### src/rtl/stepper_ctrl.sv
// ============================================================================
//  Module   : stepper_ctrl
//  Purpose  : Wave / full-step / half-step sequencer for a 4-coil unipolar
//             stepper, with step-count moves, abort, hold torque and position.
//  Revision : 1.0  initial release
// ============================================================================
`default_nettype none

module stepper_ctrl #(
    parameter int CNT_W = 16,
    parameter int DIV_W = 16,
    parameter int POS_W = 24
) (
    input  logic             clk,
    input  logic             rst_n,
    input  logic             start,
    input  logic [CNT_W-1:0] steps,
    input  logic             dir,
    input  logic [1:0]       mode,
    input  logic [DIV_W-1:0] period,
    input  logic             stop,
    input  logic             hold_en,
    output logic [3:0]       coil,
    output logic             busy,
    output logic             done,
    output logic [POS_W-1:0] position
);

    localparam logic [1:0] MODE_FULL = 2'd1;
    localparam logic [1:0] MODE_HALF = 2'd2;

    typedef enum logic [0:0] {
        IDLE = 1'b0,
        RUN  = 1'b1
    } state_t;

    state_t           state_q, state_d;
    logic [2:0]       phase_q, phase_d;
    logic [POS_W-1:0] pos_q,   pos_d;
    logic [CNT_W-1:0] rem_q,   rem_d;
    logic [DIV_W-1:0] div_q,   div_d;
    logic [DIV_W-1:0] per_q,   per_d;
    logic             dir_q,   dir_d;
    logic             half_q,  half_d;
    logic [3:0]       coil_q,  coil_d;
    logic             busy_q,  busy_d;
    logic             done_q,  done_d;

    logic             tick;
    logic [2:0]       phase_delta;
    logic [POS_W-1:0] pos_delta;

    function automatic logic [3:0] phase_coil(input logic [2:0] ph);
        logic [3:0] pat;
        case (ph)
            3'd0:    pat = 4'b1000;
            3'd1:    pat = 4'b1100;
            3'd2:    pat = 4'b0100;
            3'd3:    pat = 4'b0110;
            3'd4:    pat = 4'b0010;
            3'd5:    pat = 4'b0011;
            3'd6:    pat = 4'b0001;
            default: pat = 4'b1001;
        endcase
        return pat;
    endfunction

    assign tick        = (div_q == (per_q - 1'b1));
    assign phase_delta = half_q ? 3'd1 : 3'd2;
    assign pos_delta   = half_q ? POS_W'(1) : POS_W'(2);

    always_comb begin
        state_d = state_q;
        phase_d = phase_q;
        pos_d   = pos_q;
        rem_d   = rem_q;
        div_d   = div_q;
        per_d   = per_q;
        dir_d   = dir_q;
        half_d  = half_q;
        done_d  = 1'b0;

        case (state_q)
            IDLE: begin
                if (start) begin
                    if (steps != '0) begin
                        rem_d   = steps;
                        dir_d   = dir;
                        half_d  = (mode == MODE_HALF);
                        per_d   = (period == '0) ? DIV_W'(1) : period;
                        div_d   = '0;
                        state_d = RUN;
                        // Snap onto the index parity the selected mode uses.
                        case (mode)
                            MODE_FULL: phase_d = {phase_q[2:1], 1'b1};
                            MODE_HALF: phase_d = phase_q;
                            default:   phase_d = {phase_q[2:1], 1'b0};
                        endcase
                    end else begin
                        done_d = 1'b1;
                    end
                end
            end
            RUN: begin
                // Abort wins over a coincident tick: no step is taken.
                if (stop) begin
                    state_d = IDLE;
                end else if (tick) begin
                    div_d   = '0;
                    phase_d = dir_q ? (phase_q - phase_delta) : (phase_q + phase_delta);
                    pos_d   = dir_q ? (pos_q - pos_delta) : (pos_q + pos_delta);
                    rem_d   = rem_q - 1'b1;
                    if (rem_q == CNT_W'(1)) begin
                        state_d = IDLE;
                        done_d  = 1'b1;
                    end
                end else begin
                    div_d = div_q + 1'b1;
                end
            end
            default: state_d = IDLE;
        endcase

        busy_d = (state_d == RUN);
        coil_d = (busy_d || hold_en) ? phase_coil(phase_d) : 4'b0000;
    end

    always_ff @(posedge clk or negedge rst_n) begin
        if (!rst_n) begin
            state_q <= IDLE;
            phase_q <= '0;
            pos_q   <= '0;
            rem_q   <= '0;
            div_q   <= '0;
            per_q   <= DIV_W'(1);
            dir_q   <= 1'b0;
            half_q  <= 1'b0;
            coil_q  <= 4'b0000;
            busy_q  <= 1'b0;
            done_q  <= 1'b0;
        end else begin
            state_q <= state_d;
            phase_q <= phase_d;
            pos_q   <= pos_d;
            rem_q   <= rem_d;
            div_q   <= div_d;
            per_q   <= per_d;
            dir_q   <= dir_d;
            half_q  <= half_d;
            coil_q  <= coil_d;
            busy_q  <= busy_d;
            done_q  <= done_d;
        end
    end

    assign coil     = coil_q;
    assign busy     = busy_q;
    assign done     = done_q;
    assign position = pos_q;

endmodule

`default_nettype wire

### config.mk
export PLATFORM = sky130hd
export DESIGN_NAME = stepper_ctrl
export DESIGN_NICKNAME = d
export VERILOG_FILES = /design/src/rtl/stepper_ctrl.sv
export SDC_FILE = /design/constraint.sdc
export NUM_CORES = 1
export LEC_CHECK = 0
export BUFFER_PORTS_ARGS = -buffer_cell sky130_fd_sc_hd__buf_2
export CAP_MARGIN = 20
export CORE_ASPECT_RATIO = 0.6
export CORE_MARGIN = 2
export CORE_UTILIZATION = 64
export DETAILED_ROUTE_END_ITERATION = 8
export MAX_ROUTING_LAYER = met4
export PLACE_DENSITY = 0.87
export SETUP_SLACK_MARGIN = 0.02
export SYNTH_ARGS = -nofsm -noshare
export SYNTH_HDL_FRONTEND = slang
export SYNTH_SLANG_ARGS = --single-unit
### constraint.sdc
create_clock -name clk -period 8.95 [get_ports clk]
set_input_delay 0.895 -clock clk [delete_from_list [all_inputs] [get_ports clk]]
set_output_delay 0.895 -clock clk [all_outputs]
set_load 0.05 [all_outputs]
==> impl_metrics.yaml, run 1 <==
drt:
  drt-vias-per-instance: 6.363
  wl_per_cell_um: 18.60
  num_vias: 5294
  drtPass1Iterations: 5
  wl_um: 15480
  drc: 0
  drtIter0Drc: 627
  ant_nets: 0
synthesis:
  synth_fp_nets: 728
  ys_warn_count: 0
  synth_flop_cell: "dfrtp_1"
  avgSynthCellArea_um2: 8.650
  ys_seq_elements: 83
  synth_async_sr_flop_share_pct: 100.0
  ys_seq_area_share_pct: 36.63
  synthMuxAreaShare_pct: 1.720
  synth_top_family_by_area: "simple AND/OR/NAND/NOR gates"
  synth_edf_count: 0
  synthAdderAreaFrac_pct: 7.321
  syn_area_um2: 5674
  postSynthCellCount: 656
  synth-compound-area-share_pct: 17.88
  synth_xor_area_share_pct: 9.879
  synth.distinct_cells: 73
  synthSimpleGateAreaFrac_pct: 22.67
place:
  io_buffers: 69
  place_ws_ns: 4.935
  hpwl_um: 11020
  place_congestion: 1.145
  placed_area_um2: 6080
clocking:
  cts_root_buffer: "clkbuf_16"
  hold_buffers: 0
  clk_pin_slew_ns: 0.06
  cts_buffers: 9
  htreeDepth: 3
  insertion_delay_ns: 0.35
  cts_resized: 0
  ctsLongestPathBuffers: 2
  cts_setup_buffers: 0
  cts_tree: "built"
  cts_sinks: 83
global_route:
  grt_max_degree: 84
  grt_use_total_pct: 34.27
  overflow: 0
  antenna_found_initial: 0
  grt_pass1_vias: 5106
  grt_pass1_wl_um: 25700
setup_path:
  critical_path.startpoint: "per_q[1]$_DFFE_PN0P_"
  worstPathMaxFanout: 46
  worstSetupEndpointType: "flop"
  worst_setup_path_start_kind: "flop"
  rrSetupSlack_ns: 4.83
  critPathKind: "reg -> reg"
  critPathMaxStageDelay_ns: 0.72
  required_ns: 9.23
  crit_path_end: "rem_q[12]$_DFFE_PN0P_"
  regToRegEndpoint: "rem_q[12]$_DFFE_PN0P_"
  crit_slowest_cell: "or4_1"
  worstRegToRegCells: 11
  cp_data_arrival_time_ns: 4.40
  reg2reg_from: "per_q[1]$_DFFE_PN0P_"
  crit_path_cell_trace: "inv_1 > ha_1 > nor4b_2 > nand3b_1 > xnor2_1 > nor4_1 > and3_1 > nand4_4 > or4_1 > a211o_1 > a22oi_2"
timing:
  setup-violations-final: 0
  timing.slew.headroom_pct: 26.97
  fin_hold_ws_ns: 0.4363
  slew_violations: 0
  setup_ws_ns: 4.828
  timing.fmax_mhz: 242.6
  setup_tns_ns: 0
  period_share_pct: 46.05
  finalClockSkew_ns: 0.007166
  fin_crit_ns: 4.122
  worst_pin_slew_ns: 1.095
  rsz0062_at_grt: "no"
  hold_viol_final: 0
cells_and_area:
  nNetsFinal: 787
  design_area_um2: 6431
  layout_commonest_cell: "nand2_1"
  diodes: 0
  n_fill_cell: 602
  layout_common_cells: "110 x nand2_1, 82 x dfrtp_1, 68 x buf_2"
  drive_above_1_share_pct: 16.39
  syn2layout_area_growth_pct: 13.34
pwr:
  p_leak_nw: 3.048
  power.total_mw: 1.306
  power_density_nw_per_um2: 203.1
  max-vdd-ir-drop_uv: 127.9
floorplan:
  io_pins: 70
  die_x_um: 125.6
  rows: 26
  core_area_um2: 8556
  die_h_um: 76.94
  die_area_um2: 9660
  start_util_pct: 66.32
flow_run:
  maxCapViolations: 0
min_path:
  hp-class: "in -> async"
outcome:
  status: "finished, final reports clean"
final cells by class:
cell class | count | area (µm²) | share of cell area, %
Multi-Input combinational cell | 518 | 3374 | 52.47
Tap cell | 112 | 140.1 | 2.179
Timing Repair Buffer | 74 | 405.4 | 6.304
Inverter | 29 | 108.9 | 1.693
Clock buffer | 9 | 225.2 | 3.502
Sequential cell | 83 | 2078 | 32.32
Clock inverter | 7 | 98.84 | 1.537
kinds of logic after synthesis:
family                   count (synthesis)
AO/OA/AOI/OAI                          155
XOR/XNOR                                64
flip-flops                              83
AND/OR/NAND/NOR                        258
multiplexers                             9
adder cells (fa/ha/maj)                 32
buffers and inverters                   55
worst min-delay path by stage:
stage	slack [ns]	cells after the start	endpoint
finish	0.44	1	rem_q[7]$_DFFE_PN0P_
detailed placement	0.50	2	position[7]$_DFFE_PN0P_
global route	0.46	1	rem_q[7]$_DFFE_PN0P_
CTS	0.51	2	position[7]$_DFFE_PN0P_
global placement	0.49	2	position[7]$_DFFE_PN0P_
floorplan	0.47	1	div_q[15]$_DFFE_PN0P_
synth_stat cells, drive strengths merged (6+ instances only):
master	n	share of area (%)
and3	8	0.88
nand2	110	7.3
nand2b	11	1.2
xor2	30	4.6
o31ai	6	0.79
xnor2	34	5.2
a21oi	40	3.6
nor4	16	1.9
nor2b	6	0.66
nor2	47	3.2
nand3	11	1.1
o21ai	44	3.9
ha	30	6.6
clkbuf	19	1.3
nand4	9	1.3
buf	7	0.73
inv	29	1.9
mux2	6	1.2
dfrtp	82	36
a211oi	6	0.79
o22ai	7	0.88
state kept, by name, summed over array words and instances, names as in the netlist:
register,cells
div_q,16
rem_q,16
half_q,1
busy,1
position,24
dir_q,1
phase_q,3
coil,4
done,1
per_q,16
through the flow:
stage          std cells  utilization, %
2_1_floorplan        656               -
3_3_place_gp         815           71.06
3_5_place_dp         815           71.06
4_1_cts              831           74.85
5_1_grt              832           75.17
6_report             832           75.17
critical path: cells and delay by family, from the launching register on:
kind                       cells  cell delay (ns)
AOI/OAI and AO/OA              2             0.46
xor gates and xnor gates       1             0.16
adders and majority gates      1             0.22
buffers and inverters          1             0.10
DFF                            1             0.43
and+or+nand+nor                6             2.68
report_power, final:
part	switching (mW)	total [mW]	internal [mW]
clock	0.167	0.414	0.247
combinational	0.230	0.381	0.151
sequential	0.0817	0.510	0.429
layer usage:
layer,vias up,share of wire [%],routed length (µm),GRT usage (%)
met5,-,0,0,-
met4,0,2.2,336,10.44
met2,323,42,6507,48.43
met1,2475,45,6916,48.78
li1,2454,-,-,-
met3,42,11,1716,8.583
(Power assumes the default switching activity.)
==> run 2: changes to the inputs <==
--- a/config.mk
+++ b/config.mk
@@ -9,10 +9,10 @@
 export CAP_MARGIN = 20
 export CORE_ASPECT_RATIO = 0.6
 export CORE_MARGIN = 2
-export CORE_UTILIZATION = 64
+export CORE_UTILIZATION = 59
 export DETAILED_ROUTE_END_ITERATION = 8
 export MAX_ROUTING_LAYER = met4
-export PLACE_DENSITY = 0.87
+export PLACE_DENSITY = 0.81
 export SETUP_SLACK_MARGIN = 0.02
 export SYNTH_ARGS = -nofsm -noshare
 export SYNTH_HDL_FRONTEND = slang
==> constraint.sdc (replaced) <==
create_clock -name clk -period 3.85 [get_ports clk]
set_input_delay 0.385 -clock clk [delete_from_list [all_inputs] [get_ports clk]]
set_output_delay 0.385 -clock clk [all_outputs]
set_load 0.05 [all_outputs]
==> run 2 against run 1 <==
Net effect:
- clock power rose to 2.6 times the previous value
- highest routed layer unchanged
- largest power group unchanged
- count of clock-buffer cells in the layout increased by 1
- clock skew rose by 0.0019 ns
- cell count rose by 3.2%
- power rose by 140%
==> impl_metrics.yaml, run 2 (synthesis results as in run 1) <==
outcome:
  status: "finished, final reports clean"
floorplan:
  start_util_pct: 61.30
  die_x_um: 130.6
  rows: 27
  die_area_um2: 10440
  io_pins: 70
  die_h_um: 79.96
  core_area_um2: 9256
clocking:
  insertion_delay_ns: 0.35
  htreeDepth: 3
  cts_sinks: 83
  cts_tree: "built"
  clk_pin_slew_ns: 0.06
  cts_root_buffer: "clkbuf_16"
  ctsLongestPathBuffers: 2
  cts_buffers: 9
drt:
  drt-vias-per-instance: 6.199
  wl_per_cell_um: 18.14
  drc: 0
  num_vias: 5325
  drtIter0Drc: 627
  wl_um: 15580
  drtPass1Iterations: 6
  ant_nets: 0
timing:
  fin_hold_ws_ns: 0.007053
  finalClockSkew_ns: 0.009073
  timing.fmax_mhz: 280.9
  hold_viol_final: 0
  fin_crit_ns: 3.560
  setup_ws_ns: 0.2899
  timing.slew.headroom_pct: 56.23
  setup-violations-final: 0
  worst_pin_slew_ns: 0.6506
  slew_violations: 0
  setup_tns_ns: 0
  period_share_pct: 92.47
  rsz0062_at_grt: "yes"
global_route:
  grt_use_total_pct: 32.73
  grt_pass1_vias: 4960
  overflow: 0
  antenna_found_initial: 0
  grt_pass1_wl_um: 25410
  grt_max_degree: 84
setup_path:
  cp_data_arrival_time_ns: 3.79
  critPathKind: "reg -> reg"
  worstSetupEndpointType: "flop"
  worst_setup_path_start_kind: "flop"
  worstPathMaxFanout: 9
  required_ns: 4.08
place:
  place_congestion: 0.9527
  io_buffers: 69
  hpwl_um: 11300
  place_ws_ns: 0.2168
cells_and_area:
  layout_commonest_cell: "nand2_1"
  nNetsFinal: 796
  largest_reg_flops: 24
  syn2layout_area_growth_pct: 15.79
  drive_above_1_share_pct: 17.56
  diodes: 0
  layout_common_cells: "110 x nand2_1, 82 x dfrtp_1, 68 x buf_2"
  finish.utilization_pct: 70.98
pwr:
  max-vdd-ir-drop_uv: 326.2
  p_leak_nw: 3.109
  power.total_mw: 3.166
  power_density_nw_per_um2: 481.9
min_path:
  hp-class: "in -> async"
flow_run:
  maxCapViolations: 0
[run 2: cell count changes in the layout (fill, tap and decap cells not counted)]
cell       change
o21ai_0        -1
buf_12         +1
o21ai_1        +1
buf_4          +9
bufinv_16      +2
clkinv_4       +1
a211oi_1       -1
clkbuf_8       +1
buf_16         -1
clkinv_2       -1
inv_6          -3
a211oi_2       +1
[run 2: where the power goes]
group	switching (mW)	leakage, nW	internal (mW)
Sequential	0.181	1.08	0.997
Clock	0.367	0.179	0.718
Combinational	0.543	1.85	0.359
[run 2: repair_timing]
| item | in CTS | in global routing |
|---|---|---|
| gates resized for setup | 0 | 2 |
| hold buffers | 0 | 0 |
| setup buffers | 0 | 0 |
| endpoints found under the hold margin | 0 | 0 |
| setup endpoints to repair | 0 | 2 |
[run 2: per-layer routing]
metal | part of all wire [%] | vias to the layer above | GRT usage [%]
met3 | 11 | 36 | 8.981
met1 | 46 | 2476 | 48.14
met5 | 0 | - | -
met2 | 41 | 337 | 44.11
li1 | - | 2476 | -
met4 | 1.7 | 0 | 8.830
[run 2: cell type report]
cell class / instances / area, µm²
fillers: 729 / 2686
flip-flops and latches: 83 / 2078
multi-input cells: 518 / 3379
clock buffers: 10 / 239.0
clock inverters: 6 / 136.4
repair buffers: 83 / 465.4
well taps: 130 / 162.7
inverters: 29 / 108.9
[run 2: through the flow]
step | cells | area, µm²
6_report | 859 | 6570
2_1_floorplan | 656 | 5674
4_1_cts | 858 | 6545
5_1_grt | 859 | 6570
3_5_place_dp | 842 | 6170
3_3_place_gp | 842 | 6170
[run 2: final timing paths]
path                                          start  depth (start not counted)  slack (ns)                  endpoint
min reg2reg                position[23]$_DFFE_PN0P_                          1        0.51  position[23]$_DFFE_PN0P_
max reg2reg                       dir_q$_DFFE_PN0P_                         13        0.29  position[23]$_DFFE_PN0P_
min in group clk                          period[8]                          3        0.25      per_q[8]$_DFFE_PN0P_
max                               dir_q$_DFFE_PN0P_                         13        0.29  position[23]$_DFFE_PN0P_
max in group asynchronous                     rst_n                          2        3.19      per_q[0]$_DFFE_PN1P_
min                                           rst_n                          1       0.007     per_q[11]$_DFFE_PN0P_
[run 2: worst max-delay path, cell delays in order (launching register included)]
cell	delay (ns)
dfrtp_1	0.53
and2_1	0.27
ha_1	0.26
nand2b_1	0.09
a21oi_1	0.08
o311ai_0	0.49
buf_4	0.21
o21ai_1	0.13
a2111oi_0	0.52
buf_4	0.21
or3_1	0.13
nor4b_1	0.27
nor4_1	0.12
xnor2_1	0.13
